--- config.mk ---
export PLATFORM = sky130hd
export DESIGN_NAME = program_run_monitor
export DESIGN_NICKNAME = d
export VERILOG_FILES = /design/src/rtl/program_run_monitor_pkg.sv /design/src/rtl/halt_address_matcher.sv /design/src/rtl/program_run_monitor.sv
export SDC_FILE = /design/constraint.sdc
export NUM_CORES = 1
export LEC_CHECK = 0
export ABC_AREA = 1
export BUFFER_PORTS_ARGS = -buffer_cell sky130_fd_sc_hd__buf_2
export CORE_UTILIZATION = 35
export DETAILED_ROUTE_END_ITERATION = 8
export GPL_ROUTABILITY_DRIVEN = 0
export PLACE_DENSITY = 0.65
export SLEW_MARGIN = 20
export SYNTH_ARGS = -nofsm -noshare
export SYNTH_HDL_FRONTEND = slang
export SYNTH_SLANG_ARGS = --single-unit
export TNS_END_PERCENT = 30
--- constraint.sdc ---
create_clock -name clock -period 4.1 [get_ports clock]
set_input_delay 0.615 -clock clock [delete_from_list [all_inputs] [get_ports clock]]
set_output_delay 0.615 -clock clock [all_outputs]
set_load 0.01 [all_outputs]
--- src/rtl/program_run_monitor_pkg.sv ---
// Shared definitions for the program run monitor: FSM state encoding,
// register index width and the "no failure" index marker.
package program_run_monitor_pkg;

   localparam logic [2:0] STATE_IDLE  = 3'd0;
   localparam logic [2:0] STATE_RUN   = 3'd1;
   localparam logic [2:0] STATE_DRAIN = 3'd2;
   localparam logic [2:0] STATE_CHECK = 3'd3;
   localparam logic [2:0] STATE_DONE  = 3'd4;

   typedef enum logic [2:0] {
      ST_IDLE  = STATE_IDLE,
      ST_RUN   = STATE_RUN,
      ST_DRAIN = STATE_DRAIN,
      ST_CHECK = STATE_CHECK,
      ST_DONE  = STATE_DONE
   } monitor_state_t;

   localparam int REG_INDEX_BITS = 5;

   // Wide enough for any fail_index; users slice the low bits they need.
   localparam logic [31:0] NO_FAIL = '1;

endpackage

--- src/rtl/halt_address_matcher.sv ---
// Comparator bank: flags when the fetch PC equals any of the packed halt addresses.
module halt_address_matcher
   import program_run_monitor_pkg::*;
#(
   parameter int NUM_HALT_ADDRS = 2,
   parameter int ADDRESS_BITS   = 32
) (
   input  logic [ADDRESS_BITS-1:0]                pc,
   input  logic [NUM_HALT_ADDRS*ADDRESS_BITS-1:0] halt_addrs,
   output logic                                   match
);

   // OR together one equality compare per halt-address slot.
   always_comb begin
      match = 1'b0;
      for (int i = 0; i < NUM_HALT_ADDRS; i++) begin
         if (halt_addrs[i*ADDRESS_BITS +: ADDRESS_BITS] == pc) begin
            match = 1'b1;
         end
      end
   end

endmodule

--- src/rtl/program_run_monitor.sv ---
// Program run monitor: counts run cycles from a start pulse until the PC hits a
// halt address (or a timeout expires), waits a drain interval, then reads back
// and compares up to NUM_CHECKS register-file entries.
// Optional macro PROGRAM_RUN_MONITOR_FULL_SCAN_EN: evaluate every check instead
// of stopping at the first mismatch.
module program_run_monitor
   import program_run_monitor_pkg::*;
#(
   parameter int ADDRESS_BITS   = 32,
   parameter int DATA_WIDTH     = 32,
   parameter int NUM_HALT_ADDRS = 2,
   parameter int NUM_CHECKS     = 4,
   parameter int CYCLE_BITS     = 32,
   parameter int DRAIN_CYCLES   = 50,
   parameter int TIMEOUT_CYCLES = 0
) (
   input  logic                                   clock,
   input  logic                                   reset,
   input  logic                                   start,
   input  logic [ADDRESS_BITS-1:0]                PC,
   input  logic [NUM_HALT_ADDRS*ADDRESS_BITS-1:0] halt_addrs,
   input  logic [NUM_CHECKS-1:0]                  check_enable,
   input  logic [NUM_CHECKS*REG_INDEX_BITS-1:0]   check_reg_addrs,
   input  logic [NUM_CHECKS*DATA_WIDTH-1:0]       expected_values,
   output logic [REG_INDEX_BITS-1:0]              reg_read_addr,
   input  logic [DATA_WIDTH-1:0]                  reg_read_data,
   output logic                                   busy,
   output logic                                   done,
   output logic                                   pass,
   output logic                                   timeout,
   output logic [CYCLE_BITS-1:0]                  total_cycles,
   output logic [$clog2(NUM_CHECKS):0]            fail_index,
   output logic [DATA_WIDTH-1:0]                  fail_data,
   output logic [NUM_CHECKS-1:0]                  fail_mask
);

   localparam int FAIL_INDEX_BITS  = $clog2(NUM_CHECKS) + 1;
   localparam int CHECK_INDEX_BITS = (NUM_CHECKS > 1) ? $clog2(NUM_CHECKS) : 1;
   localparam int DRAIN_COUNT_BITS = (DRAIN_CYCLES > 0) ? $clog2(DRAIN_CYCLES + 1) : 1;
   localparam logic [FAIL_INDEX_BITS-1:0] NO_FAIL_INDEX = NO_FAIL[FAIL_INDEX_BITS-1:0];

`ifdef PROGRAM_RUN_MONITOR_FULL_SCAN_EN
   localparam bit STOP_AT_FIRST_FAIL = 1'b0;
`else
   localparam bit STOP_AT_FIRST_FAIL = 1'b1;
`endif

   monitor_state_t              state, state_nx;
   logic [CYCLE_BITS-1:0]       cycle_count, cycle_count_nx, cycle_count_inc;
   logic [DRAIN_COUNT_BITS-1:0] drain_count, drain_count_nx;
   logic [CHECK_INDEX_BITS-1:0] check_index, check_index_nx;
   logic                        pass_nx, timeout_nx;
   logic [CYCLE_BITS-1:0]       total_cycles_nx;
   logic [FAIL_INDEX_BITS-1:0]  fail_index_nx;
   logic [DATA_WIDTH-1:0]       fail_data_nx;
   logic [NUM_CHECKS-1:0]       fail_mask_nx, fail_mask_upd;
   logic                        halt_match;
   logic                        cur_mismatch;

   logic [REG_INDEX_BITS-1:0]   reg_addr_arr [NUM_CHECKS];
   logic [DATA_WIDTH-1:0]       expected_arr [NUM_CHECKS];

   for (genvar i = 0; i < NUM_CHECKS; i++) begin : g_unpack
      assign reg_addr_arr[i] = check_reg_addrs[i*REG_INDEX_BITS +: REG_INDEX_BITS];
      assign expected_arr[i] = expected_values[i*DATA_WIDTH +: DATA_WIDTH];
   end

   halt_address_matcher #(
      .NUM_HALT_ADDRS (NUM_HALT_ADDRS),
      .ADDRESS_BITS   (ADDRESS_BITS)
   ) u_matcher (
      .pc         (PC),
      .halt_addrs (halt_addrs),
      .match      (halt_match)
   );

   // Next-state, next-result and status outputs; everything holds by default.
   always_comb begin
      state_nx        = state;
      cycle_count_nx  = cycle_count;
      drain_count_nx  = drain_count;
      check_index_nx  = check_index;
      pass_nx         = pass;
      timeout_nx      = timeout;
      total_cycles_nx = total_cycles;
      fail_index_nx   = fail_index;
      fail_data_nx    = fail_data;
      fail_mask_nx    = fail_mask;

      cycle_count_inc = (cycle_count == '1) ? cycle_count : cycle_count + 1'b1;
      cur_mismatch    = check_enable[check_index] &&
                        (reg_read_data != expected_arr[check_index]);
      fail_mask_upd   = fail_mask | (cur_mismatch ? (NUM_CHECKS'(1) << check_index)
                                                  : {NUM_CHECKS{1'b0}});

      busy          = (state == ST_RUN) || (state == ST_DRAIN) || (state == ST_CHECK);
      done          = (state == ST_DONE);
      reg_read_addr = (state == ST_CHECK) ? reg_addr_arr[check_index] : '0;

      case (state)
         ST_IDLE, ST_DONE: begin
            if (start) begin
               state_nx        = ST_RUN;
               cycle_count_nx  = '0;
               pass_nx         = 1'b0;
               timeout_nx      = 1'b0;
               total_cycles_nx = '0;
               fail_index_nx   = NO_FAIL_INDEX;
               fail_data_nx    = '0;
               fail_mask_nx    = '0;
            end
         end
         ST_RUN: begin
            cycle_count_nx = cycle_count_inc;
            // A halt match on the timeout edge takes priority over the timeout.
            if (halt_match) begin
               state_nx        = ST_DRAIN;
               total_cycles_nx = cycle_count_inc;
               drain_count_nx  = '0;
            end else if ((TIMEOUT_CYCLES != 0) &&
                         (cycle_count_inc == CYCLE_BITS'(TIMEOUT_CYCLES))) begin
               state_nx        = ST_DONE;
               timeout_nx      = 1'b1;
               pass_nx         = 1'b0;
               total_cycles_nx = CYCLE_BITS'(TIMEOUT_CYCLES);
            end
         end
         ST_DRAIN: begin
            if (drain_count == DRAIN_COUNT_BITS'(DRAIN_CYCLES)) begin
               state_nx       = ST_CHECK;
               check_index_nx = '0;
            end else begin
               drain_count_nx = drain_count + 1'b1;
            end
         end
         ST_CHECK: begin
            fail_mask_nx = fail_mask_upd;
            if (cur_mismatch && (fail_mask == '0)) begin
               fail_index_nx = FAIL_INDEX_BITS'(check_index);
               fail_data_nx  = reg_read_data;
            end
            if (cur_mismatch && STOP_AT_FIRST_FAIL) begin
               state_nx = ST_DONE;
               pass_nx  = 1'b0;
            end else if (check_index == CHECK_INDEX_BITS'(NUM_CHECKS - 1)) begin
               state_nx = ST_DONE;
               pass_nx  = (fail_mask_upd == '0);
            end else begin
               check_index_nx = check_index + 1'b1;
            end
         end
         default: state_nx = ST_IDLE;
      endcase
   end

   // State and result registers; reset aborts any run and reports "no failure".
   always_ff @(posedge clock) begin
      if (reset) begin
         state        <= ST_IDLE;
         cycle_count  <= '0;
         drain_count  <= '0;
         check_index  <= '0;
         pass         <= 1'b0;
         timeout      <= 1'b0;
         total_cycles <= '0;
         fail_index   <= NO_FAIL_INDEX;
         fail_data    <= '0;
         fail_mask    <= '0;
      end else begin
         state        <= state_nx;
         cycle_count  <= cycle_count_nx;
         drain_count  <= drain_count_nx;
         check_index  <= check_index_nx;
         pass         <= pass_nx;
         timeout      <= timeout_nx;
         total_cycles <= total_cycles_nx;
         fail_index   <= fail_index_nx;
         fail_data    <= fail_data_nx;
         fail_mask    <= fail_mask_nx;
      end
   end

endmodule

==> results of run 1 <==
-- area by class of cell --
class | instances | area, um2 | share of cell area, %
sequential | 115 | 2303 | 22.48
tap | 275 | 344.1 | 3.358
antenna | 3 | 7.507 | 0.07326
inverter | 91 | 341.6 | 3.333
multi-input combinational | 974 | 4755 | 46.40
timing repair buffer | 370 | 1899 | 18.53
clock buffer | 17 | 425.4 | 4.151
clock inverter | 15 | 171.4 | 1.673
-- worst max-delay path: cells and delay by family, from the launching register on --
kind | cells | cell delay [ps]
AO/OA/AOI/OAI | 1 | 160
buffers and inverters | 3 | 980
flip-flops | 1 | 390
AND/OR/NAND/NOR | 12 | 1570
-- cell families after synthesis --
logic type      synth area share, %
simple gates                  37.60
compound gates                14.43
buf+inv                       8.442
flops                         29.87
xor+xnor                      7.955
fa+ha+maj                     1.136
mux                          0.5195
other cells                 0.04865
-- synthesized netlist by cell type, types with 2 or more instances --
| cell type | count | area (um2) |
|---|---|---|
| xor2_1 | 18 | 157.7 |
| nand4_1 | 27 | 168.9 |
| o211ai_1 | 6 | 45.04 |
| or2_2 | 7 | 43.79 |
| a21oi_1 | 119 | 595.6 |
| buf_6 | 8 | 90.09 |
| nand3b_1 | 12 | 90.09 |
| mux2i_1 | 4 | 40.04 |
| inv_2 | 3 | 11.26 |
| nor2_1 | 75 | 281.5 |
| clkbuf_1 | 25 | 93.84 |
| o21ai_0 | 78 | 390.4 |
| inv_1 | 86 | 322.8 |
| dfxtp_1 | 115 | 2302 |
| clkinv_1 | 2 | 7.510 |
| a21boi_0 | 2 | 15.01 |
| xnor2_1 | 52 | 455.4 |
| o32ai_1 | 4 | 35.03 |
| nand3_1 | 112 | 560.5 |
| buf_1 | 2 | 7.510 |
| nor3_1 | 19 | 95.09 |
| buf_2 | 16 | 80.08 |
| ha_1 | 7 | 87.58 |
| nor4_1 | 9 | 56.30 |
| nand2_1 | 414 | 1554 |
| buf_4 | 5 | 37.54 |
-- routing by layer --
layer	GRT usage [%]	vias to the layer above	wire [um]	part of all wire (%)
li1	-	4725	-	-
met3	3.818	50	1694	5.9
met2	42.42	308	14050	49
met4	11.36	0	826	2.9
met1	29.88	4089	11990	42
met5	0	-	0	0
-- sequential cells by signal, summed over array words and instances (netlist names) --
name          count
cycle_count      32
fail_data        32
total_cycles     32
drain_count       6
fail_mask         4
fail_index        3
state             3
check_index       2
pass              1
-- placed cells by master (no fill, tap or decap), drive strengths merged, types with 19 or more instances in the layout --
cell type  netlist  layout
a21oi          119     119
buf             31     370
dfxtp          115     115
inv             89      95
nand2          414     414
nand3          112     112
nand4           27      27
nor2            77      77
nor3            19      19
o21ai           78      78
xnor2           52      52
-- power groups by stage --
stage,combinational (W),sequential [W],clock [W]
after floorplan,0.00120,0.00151,0
after global placement,0.00187,0.00145,0
after detailed placement,0.00189,0.00145,0
after CTS,0.00190,0.00143,0.00153
after global routing,0.00211,0.00146,0.00159
final,0.00188,0.00143,0.00150
-- worst paths after layout --
check / from / end / slack [ps]
hold reg to reg: fail_data[17] / fail_data[17] / 460
hold / removal: fail_data[17] / fail_data[17] / 460
setup / recovery: check_index[0] / fail_data[28] / 880
setup reg to reg: check_index[0] / fail_data[28] / 880
-- through the flow --
step | total power (W) | worst slack, ps | std cells | cell area, um2 | utilization [%]
detailed placement | 0.003338 | 872.0 | 1825 | 9643 | 45.30
global placement | 0.003315 | 965.3 | 1825 | 9643 | 45.30
finish | 0.004806 | 875.8 | 1860 | 10250 | 48.14
floorplan | 0.002713 | 1838 | 1236 | 7707 | -
CTS | 0.004855 | 819.4 | 1857 | 10240 | 48.10
global route | 0.005154 | 498.8 | 1860 | 10250 | 48.14
==> metrics.txt, run 1 <==
Synth Register Bits=115; first-pass iteration count of the detailed router=6; Crit-path slowest cell=nor2_8; run status=completed; critical path type=reg -> reg; final WL=28.56 mm; Hold Path Class=reg -> reg; max-slew violation count=0; f_max=310.2 MHz; total grt overflow=0; Clock Skew=7.733 ps; Worst setup SP type=register; die area=22620 um2; first-pass GRT wire length=42.85 mm; CTS buffer count=17; slew margin rel.=32.27%; initial cell density of the core=36.21%; CTS Buffer Depth=2; post-CTS sizing=0; register area share after synthesis=29.87%; number of flops mapped to enable cells by yosys=0; final setup vio count=0; static leakage=4.820 nW; cells on worst reg2reg path=16; Worst VDD drop=0.0003824 V; RSZ-0062 raised after global routing=no; Post-Syn Nets=1526; dominant synthesized flop cell=dfxtp_1; endpoints failing hold=0; Setup Buffers After CTS=0; Die Span X=150.4 um; clock latency on the worst-skew pair=420 ps; Setup TNS Final=0 ps; routed vias=9172; core area=21290 um2; Post-Syn Instances=1236; CP Max Fanout=41; # DRC=0; clock tree from TritonCTS=built; layout cell share with drive strength beyond 1=26.36%; slowest stage delay, CP=490 ps; Synth Warn #=0; critical path arrival=3560 ps; ys async rst share=0%; Total GRT Usage=24.60%; Fin Hold WS=458.3 ps; Die Y=150.4 um; Root Buffer=clkbuf_16; Psw=0.001904 W; H-tree depth=4; synth unique cells=35; # IOs=363; TritonCTS Sinks=115; Vias/cell=4.931; Pwr Density=469.0 nW/um2; final-layout fill cell count=2214; Period Utilization, post-route=78.64%; Final Net Count=1859; maxcap violations=0; wire length per cell=15.35 um; Setup crit end kind=register; row cnt=53; most frequent CP cell=nand2_1; Port-buffer cells=361; Clock power frac=31.2%; Seq pwr share=29.7%; worst slew pin tran=1015 ps; initial antenna violation count=4; cts hold-fix bufs=0; Comb pwr share=39.1%; Worst Path Required=4430 ps; Mapped Avg Cell Area=6.236 um2; pin count of the biggest net entering global routing=72; vias in the first global route=8465; Switching Share=39.62%; DRT iter0 DRCs=481; area added between synthesis and finish=32.95%; dpl hpwl=22.50 mm; Syn Std Cell Area=7707 um2; crit path cell chain=inv_2 > buf_12 > nand2_1 > nand3_1 > nand3_1 > nand2_1 > nand2_1 > nor2_1 > nand2_1 > nor2_1 > nand2_1 > nand4_1 > inv_2 > nor2_8 > nand2_1 > a21oi_1; Detail Route Antenna Nets=0; worst hold path stage count=2; Period minus WS final=3224 ps; Worst-path clk slew=60 ps; internal power=0.002902 W
No activity file was read; power rests on OpenSTA's default activity.
==> run 2, diff against run 1 <==
==> constraint.sdc (replaced) <==
create_clock -name clock -period 3.05 [get_ports clock]
set_input_delay 0.4575 -clock clock [delete_from_list [all_inputs] [get_ports clock]]
set_output_delay 0.4575 -clock clock [all_outputs]
set_load 0.01 [all_outputs]
==> run 2 against run 1 <==
Clock power is 35% higher. Design area increased by 0.87%. Power grew 36%.
==> metrics.txt, run 2 (synthesized netlist as in run 1, its figures left out) <==
run status=completed; critical path arrival=3080 ps (-480 ps); CTS buffer count=17 (unchanged); endpoints failing hold=0 (unchanged); hold_sp=reg_read_data[29]; # DRC=0 (unchanged); DRT iter0 DRCs=637 (+32%); wire length per cell=15.41 um (+0.39%); Seq pwr share=29.1% (-0.6 points); DP Worst Slack=297.2 ps (-574.8 ps); RSZ-0062 raised after global routing=no; Reg2Reg Launch Point=check_index[1]; first-pass GRT wire length=43.16 mm (+0.72%); critical path type=reg -> reg; worst reg2reg path endpoint=fail_data[23]; internal power=0.004050 W (+40%); Setup TNS Final=0 ps (unchanged); Setup Buffers After CTS=0 (unchanged); Die Span X=150.4 um (unchanged); Root Buffer=clkbuf_16; f_max=365.4 MHz (+18%); Cells after DPL=1831 (+0.33%); Period Utilization, post-route=89.74% (+11 points); max-slew violation count=0 (unchanged); worst hold path stage count=3 (+1); pin count of the biggest net entering global routing=80 (+11%); first-pass iteration count of the detailed router=5 (-1); cts hold-fix bufs=0 (unchanged); slew margin rel.=34.06% (+1.8 points); Psw=0.002502 W (+31%); core area=21290 um2 (unchanged); static leakage=4.858 nW (+0.78%); cells on worst reg2reg path=14 (-2); Layout Cells excl Fill=1872 (+0.65%); Port-buffer cells=361 (unchanged); Vias/cell=4.955 (+0.47%); Pwr Density=633.9 nW/um2 (+35%); initial antenna violation count=6 (+2); CP Max Fanout=28 (-32%); area added between synthesis and finish=34.11%; H-tree depth=4 (unchanged); final setup vio count=0 (unchanged); final setup margin=313.1 ps (-562.8 ps); Worst Hold Path EP=fail_data[29]; TritonCTS Sinks=115 (unchanged); Clock power frac=31.0% (-0.2 points); row cnt=53 (unchanged); Worst setup SP type=register; Hold Path Class=in -> reg; Setup crit end kind=register; commonest non-fill, non-tap cell in the layout=nand2_1; Die Y=150.4 um (unchanged); dpl hpwl=22.51 mm (about the same); Worst-path clk slew=60 ps (about the same); Final Net Count=1866 (+0.38%); vias in the first global route=8430 (-0.41%); clock tree from TritonCTS=built; Switching Share=38.19% (-1.4 points); worst slew pin tran=988.1 ps (-26.72 ps); routed vias=9275 (+1.1%); Clock Skew=8.949 ps (+1.216 ps); Detail Route Antenna Nets=0 (unchanged); total grt overflow=0 (unchanged); Worst VDD drop=0.0004759 V (+24%); setup slack, reg-to-reg=310 ps (-560 ps); CTS Buffer Depth=2 (unchanged); Largest regs=cycle_count (32), fail_data (32), total_cycles (32); final WL=28.85 mm (+1.0%); most frequent cells in the layout=nand2_1, buf_2, a21oi_1, dfxtp_1, nand3_1; # IOs=363 (unchanged); Period minus WS final=2737 ps (-487.2 ps); initial cell density of the core=36.21% (unchanged); die area=22620 um2 (unchanged); layout cell share with drive strength beyond 1=26.56% (+0.20 points); Total GRT Usage=24.76% (+0.16 points); maxcap violations=0 (unchanged); clock latency on the worst-skew pair=410 ps (about the same); Worst Path Required=3390 ps (-1040 ps); Comb pwr share=39.9% (+0.8 points)
run 2: per-stage QoR:
stage               util [%]  hold slack, ps  power [W]  cell area, um2
finish                 48.56           325.6   0.006552           10340
global placement       45.57           436.2   0.004513            9701
CTS                    48.41           297.3   0.006606           10300
global route           48.53           316.3   0.007016           10330
floorplan                  -           445.3   0.003647            7707
detailed placement     45.57           452.7   0.004532            9701
run 2: area by class of cell:
class / count / area [um2]
well taps: 275 / 344.1
diodes: 8 / 20.02
multi-input cells: 975 / 4766
clock buffers: 22 / 474.2
repair buffers: 376 / 1957
flip-flops and latches: 115 / 2303
inverters: 91 / 341.6
clock inverters: 10 / 130.1
fillers: 2217 / 10950
run 2: worst max path at each step:
stage | startpoint | end | slack, ps | cells past startpoint
final | check_index[1] | fail_data[23] | 310 | 14
after global routing | check_index[0] | fail_data[28] | 10 | 18
after CTS | check_index[1] | fail_data[15] | 280 | 14
after detailed placement | check_index[1] | fail_data[3] | 300 | 14
after global placement | check_index[1] | fail_data[0] | 380 | 14
after floorplan | check_index[0] | reg_read_addr[1] | 950 | 6
run 2: critical path, cell delays in order (launching register included):
cell,delay [ps]
dfxtp_1,310
inv_2,380
buf_4,240
nand3_1,130
nand3b_1,110
nand4_1,170
nor2_1,130
nand2_1,60
nor2_1,80
nand2_1,160
nand4_1,130
inv_2,90
nor2_4,390
nand2_1,120
a21oi_1,150
run 2: repair_timing:
item,in CTS,in global routing
hold endpoints to repair,0,0
resized for setup,0,0
setup endpoints to repair,0,21
run 2: power by group through the flow:
stage / registers, W / logic (W) / clock network [W]
2_1_floorplan: 0.00204 / 0.00161 / 0
3_3_place_gp: 0.00194 / 0.00258 / 0
3_5_place_dp: 0.00193 / 0.00260 / 0
4_1_cts: 0.00191 / 0.00261 / 0.00208
5_1_grt: 0.00194 / 0.00293 / 0.00215
6_report: 0.00191 / 0.00262 / 0.00203
run 2: routing by layer:
metal / wire length [um] / share of wire (%) / up-vias / GRT usage, %
li1: - / - / 4749 / -
met1: 12060 / 42 / 4096 / 29.63
met2: 14020 / 49 / 366 / 41.36
met3: 1856 / 6.4 / 64 / 5.909
met4: 922 / 3.2 / 0 / 12.07
met5: 0 / 0 / - / 0
==> run 3, diff against run 2 <==
--- a/config.mk
+++ b/config.mk
@@ -10,6 +10,7 @@
 export CORE_UTILIZATION = 35
 export DETAILED_ROUTE_END_ITERATION = 8
 export GPL_ROUTABILITY_DRIVEN = 0
+export GPL_TIMING_DRIVEN = 0
 export PLACE_DENSITY = 0.65
 export SLEW_MARGIN = 20
 export SYNTH_ARGS = -nofsm -noshare
==> run 3 against run 2 <==
Clock power hardly changed. Worst hold slack worse by 3.2 ps. Fmax shrank 2.4%. Sequential power about the same. First-iteration DRC count increased by 3.0%. Worst setup slack got worse by 66 ps. Core utilization up 0.64 points. Critical path depth shrank 7. Sequential share of layout area is 0.30 points lower. Largest cell class unchanged. Clock skew increased by 5.1 ps. Final cell count is 1.9% higher. Die area stayed put.
==> metrics.txt, run 3 (synthesized netlist as in run 1, its figures left out) <==
Total GRT Usage=26.45% (+1.7 points); Reg2Reg Launch Point=check_index[0]; slew margin rel.=55.96% (+22 points); CP Max Fanout=10 (-64%); Final Net Count=1905 (+2.1%); Clock power frac=29.9% (-1.1 points); Switching Share=39.64% (+1.5 points); TritonCTS Sinks=115 (unchanged); commonest non-fill, non-tap cell in the layout=nand2_1; area of the multi-input gates=4757 um2 (-0.18%); first-pass GRT wire length=45.60 mm (+5.7%); critical path type=reg -> out; layout cell share with drive strength beyond 1=26.90% (+0.35 points); Pwr Density=642.7 nW/um2 (+1.4%); Psw=0.002668 W (+6.6%); final setup vio count=0 (unchanged); Root Buffer=clkbuf_16; static leakage=4.951 nW (+1.9%); total grt overflow=0 (unchanged); H-tree depth=4 (unchanged); setup slack, reg-to-reg=290 ps (-20 ps); die area=22620 um2 (unchanged); run status=completed; met3 usage=4.667% (-1.2 points); Period Utilization, post-route=91.90% (+2.2 points); endpoints failing hold=0 (unchanged); worst slew pin tran=660.6 ps (-327.5 ps); worst hold path stage count=3 (unchanged); row cnt=53 (unchanged); clock tree from TritonCTS=built; hold_sp=reg_read_data[20]; Setup TNS Final=0 ps (unchanged); Die Y=150.4 um (unchanged); vias in the first global route=8500 (+0.83%); Die Span X=150.4 um (unchanged); area added between synthesis and finish=35.88%; Vias/cell=4.964 (+0.19%); final-layout fill cell count=2299 (+3.7%); Worst Path Required=2590 ps (-800 ps); Worst Hold Path EP=fail_data[20]; first-pass iteration count of the detailed router=5 (unchanged); pin count of the biggest net entering global routing=17 (-79%); worst reg2reg path endpoint=fail_data[22]; most frequent cells in the layout=nand2_1, buf_2, a21oi_1, dfxtp_1, nand3_1; Worst setup SP type=register; Period minus WS final=2803 ps (+66.11 ps); f_max=356.8 MHz (-2.4%); DRT iter0 DRCs=656 (+3.0%); max-slew violation count=0 (unchanged); Layout Cells excl Fill=1907 (+1.9%); Hold Path Class=in -> reg; final WL=30.97 mm (+7.3%); CTS Buffer Depth=2 (unchanged); Seq pwr share=28.5% (-0.6 points); Core Util, Final=49.20% (+0.64 points); wire length per cell=16.24 um (+5.4%); initial antenna violation count=3 (-3); Port-buffer cells=360 (-0.28%); register area=2302 um2 (about the same); initial cell density of the core=36.21% (unchanged); slowest stage delay, CP=380 ps (about the same); Largest regs=cycle_count (32), fail_data (32), total_cycles (32); CTS buffer count=17 (unchanged); dpl hpwl=25.44 mm (+13%); clock latency on the worst-skew pair=420 ps (about the same); Worst-path clk slew=60 ps (about the same); met2 Track Usage GR=47.00% (+5.6 points); maxcap violations=0 (unchanged); internal power=0.004062 W (+0.31%); # IOs=363 (unchanged); Clock Skew=14.09 ps (+5.139 ps); Setup crit end kind=output pin; Detail Route Antenna Nets=0 (unchanged); critical path arrival=2350 ps (-730 ps); Setup Buffers After CTS=0 (unchanged); # DRC=0 (unchanged); Crit-path slowest cell=o32ai_1; cells on worst reg2reg path=18 (+4); RSZ-0062 raised after global routing=no; Cells after DPL=1871 (+2.2%); M1 GR Usage=32.05% (+2.4 points); crit path cell chain=buf_2 > buf_4 > buf_4 > clkbuf_2 > o21ai_0 > o32ai_1 > buf_2; Top Usage Layer GRT=met2; routed vias=9466 (+2.1%); core area=21290 um2 (unchanged); Worst VDD drop=0.0006403 V (+35%); Comb pwr share=41.6% (+1.7 points)
[run 3: changes by cell type in the layout (fill, tap and decap cells not counted), moves of 4 or more]
cell      change
buf_2        +15
buf_4         -7
buf_6         +8
clkbuf_1     +20
clkinv_4      +4
diode_2       -4
[run 3: metal layers]
| layer | wire, um | vias up | share of wire, % |
|---|---|---|---|
| li1 | - | 4814 | - |
| met1 | 12940 | 4275 | 42 |
| met2 | 15440 | 338 | 50 |
| met3 | 1972 | 39 | 6.4 |
| met4 | 607 | 0 | 2.0 |
| met5 | 0 | - | 0 |
[run 3: through the flow]
| step | worst slack, ps | total power [W] | instance area [um2] | hold WS, ps |
|---|---|---|---|---|
| floorplan | 946.0 | 0.003647 | 7707 | 445.3 |
| global placement | 246.3 | 0.004695 | 9853 | 445.3 |
| detailed placement | 178.1 | 0.004719 | 9853 | 450.5 |
| CTS | 24.73 | 0.006747 | 10460 | 310.8 |
| global route | 45.09 | 0.007160 | 10470 | 310.0 |
| finish | 247.0 | 0.006731 | 10470 | 322.4 |
[run 3: worst max path at each step]
stage / from / endpoint / cells past startpoint
finish: check_index[0] / reg_read_addr[3] / 7
CTS: check_index[0] / reg_read_addr[3] / 7
floorplan: check_index[0] / reg_read_addr[1] / 6
global route: check_index[0] / fail_data[29] / 18
detailed placement: check_index[1] / fail_data[22] / 15
global placement: check_index[1] / fail_data[19] / 15
[run 3: repair_timing]
action | CTS | global route
endpoints found under the setup margin | 0 | 32
hold buffers | 0 | 0
resized for setup | 0 | 8
[run 3: power by group through the flow]
stage / Combinational, W / Sequential (W) / Clock, W
2_1_floorplan: 0.00161 / 0.00204 / 0
3_3_place_gp: 0.00275 / 0.00194 / 0
6_report: 0.00280 / 0.00192 / 0.00202
5_1_grt: 0.00309 / 0.00195 / 0.00212
4_1_cts: 0.00280 / 0.00192 / 0.00203
3_5_place_dp: 0.00278 / 0.00194 / 0
[run 3: critical path, delay by kind of cell, from the launching register on]
family	cells	cell delay, ps
flops	1	350
buf+inv	5	1050
compound gates	2	510
[run 3: cell type report]
type | count | area share, %
antenna | 4 | 0.09558
buffer | 56 | 2.987
clock buffer | 19 | 4.229
clock inverter | 13 | 1.529
inverter | 91 | 3.262
multi-input combinational | 974 | 45.42
sequential | 115 | 21.98
tap | 275 | 3.286
timing repair buffer | 360 | 17.20
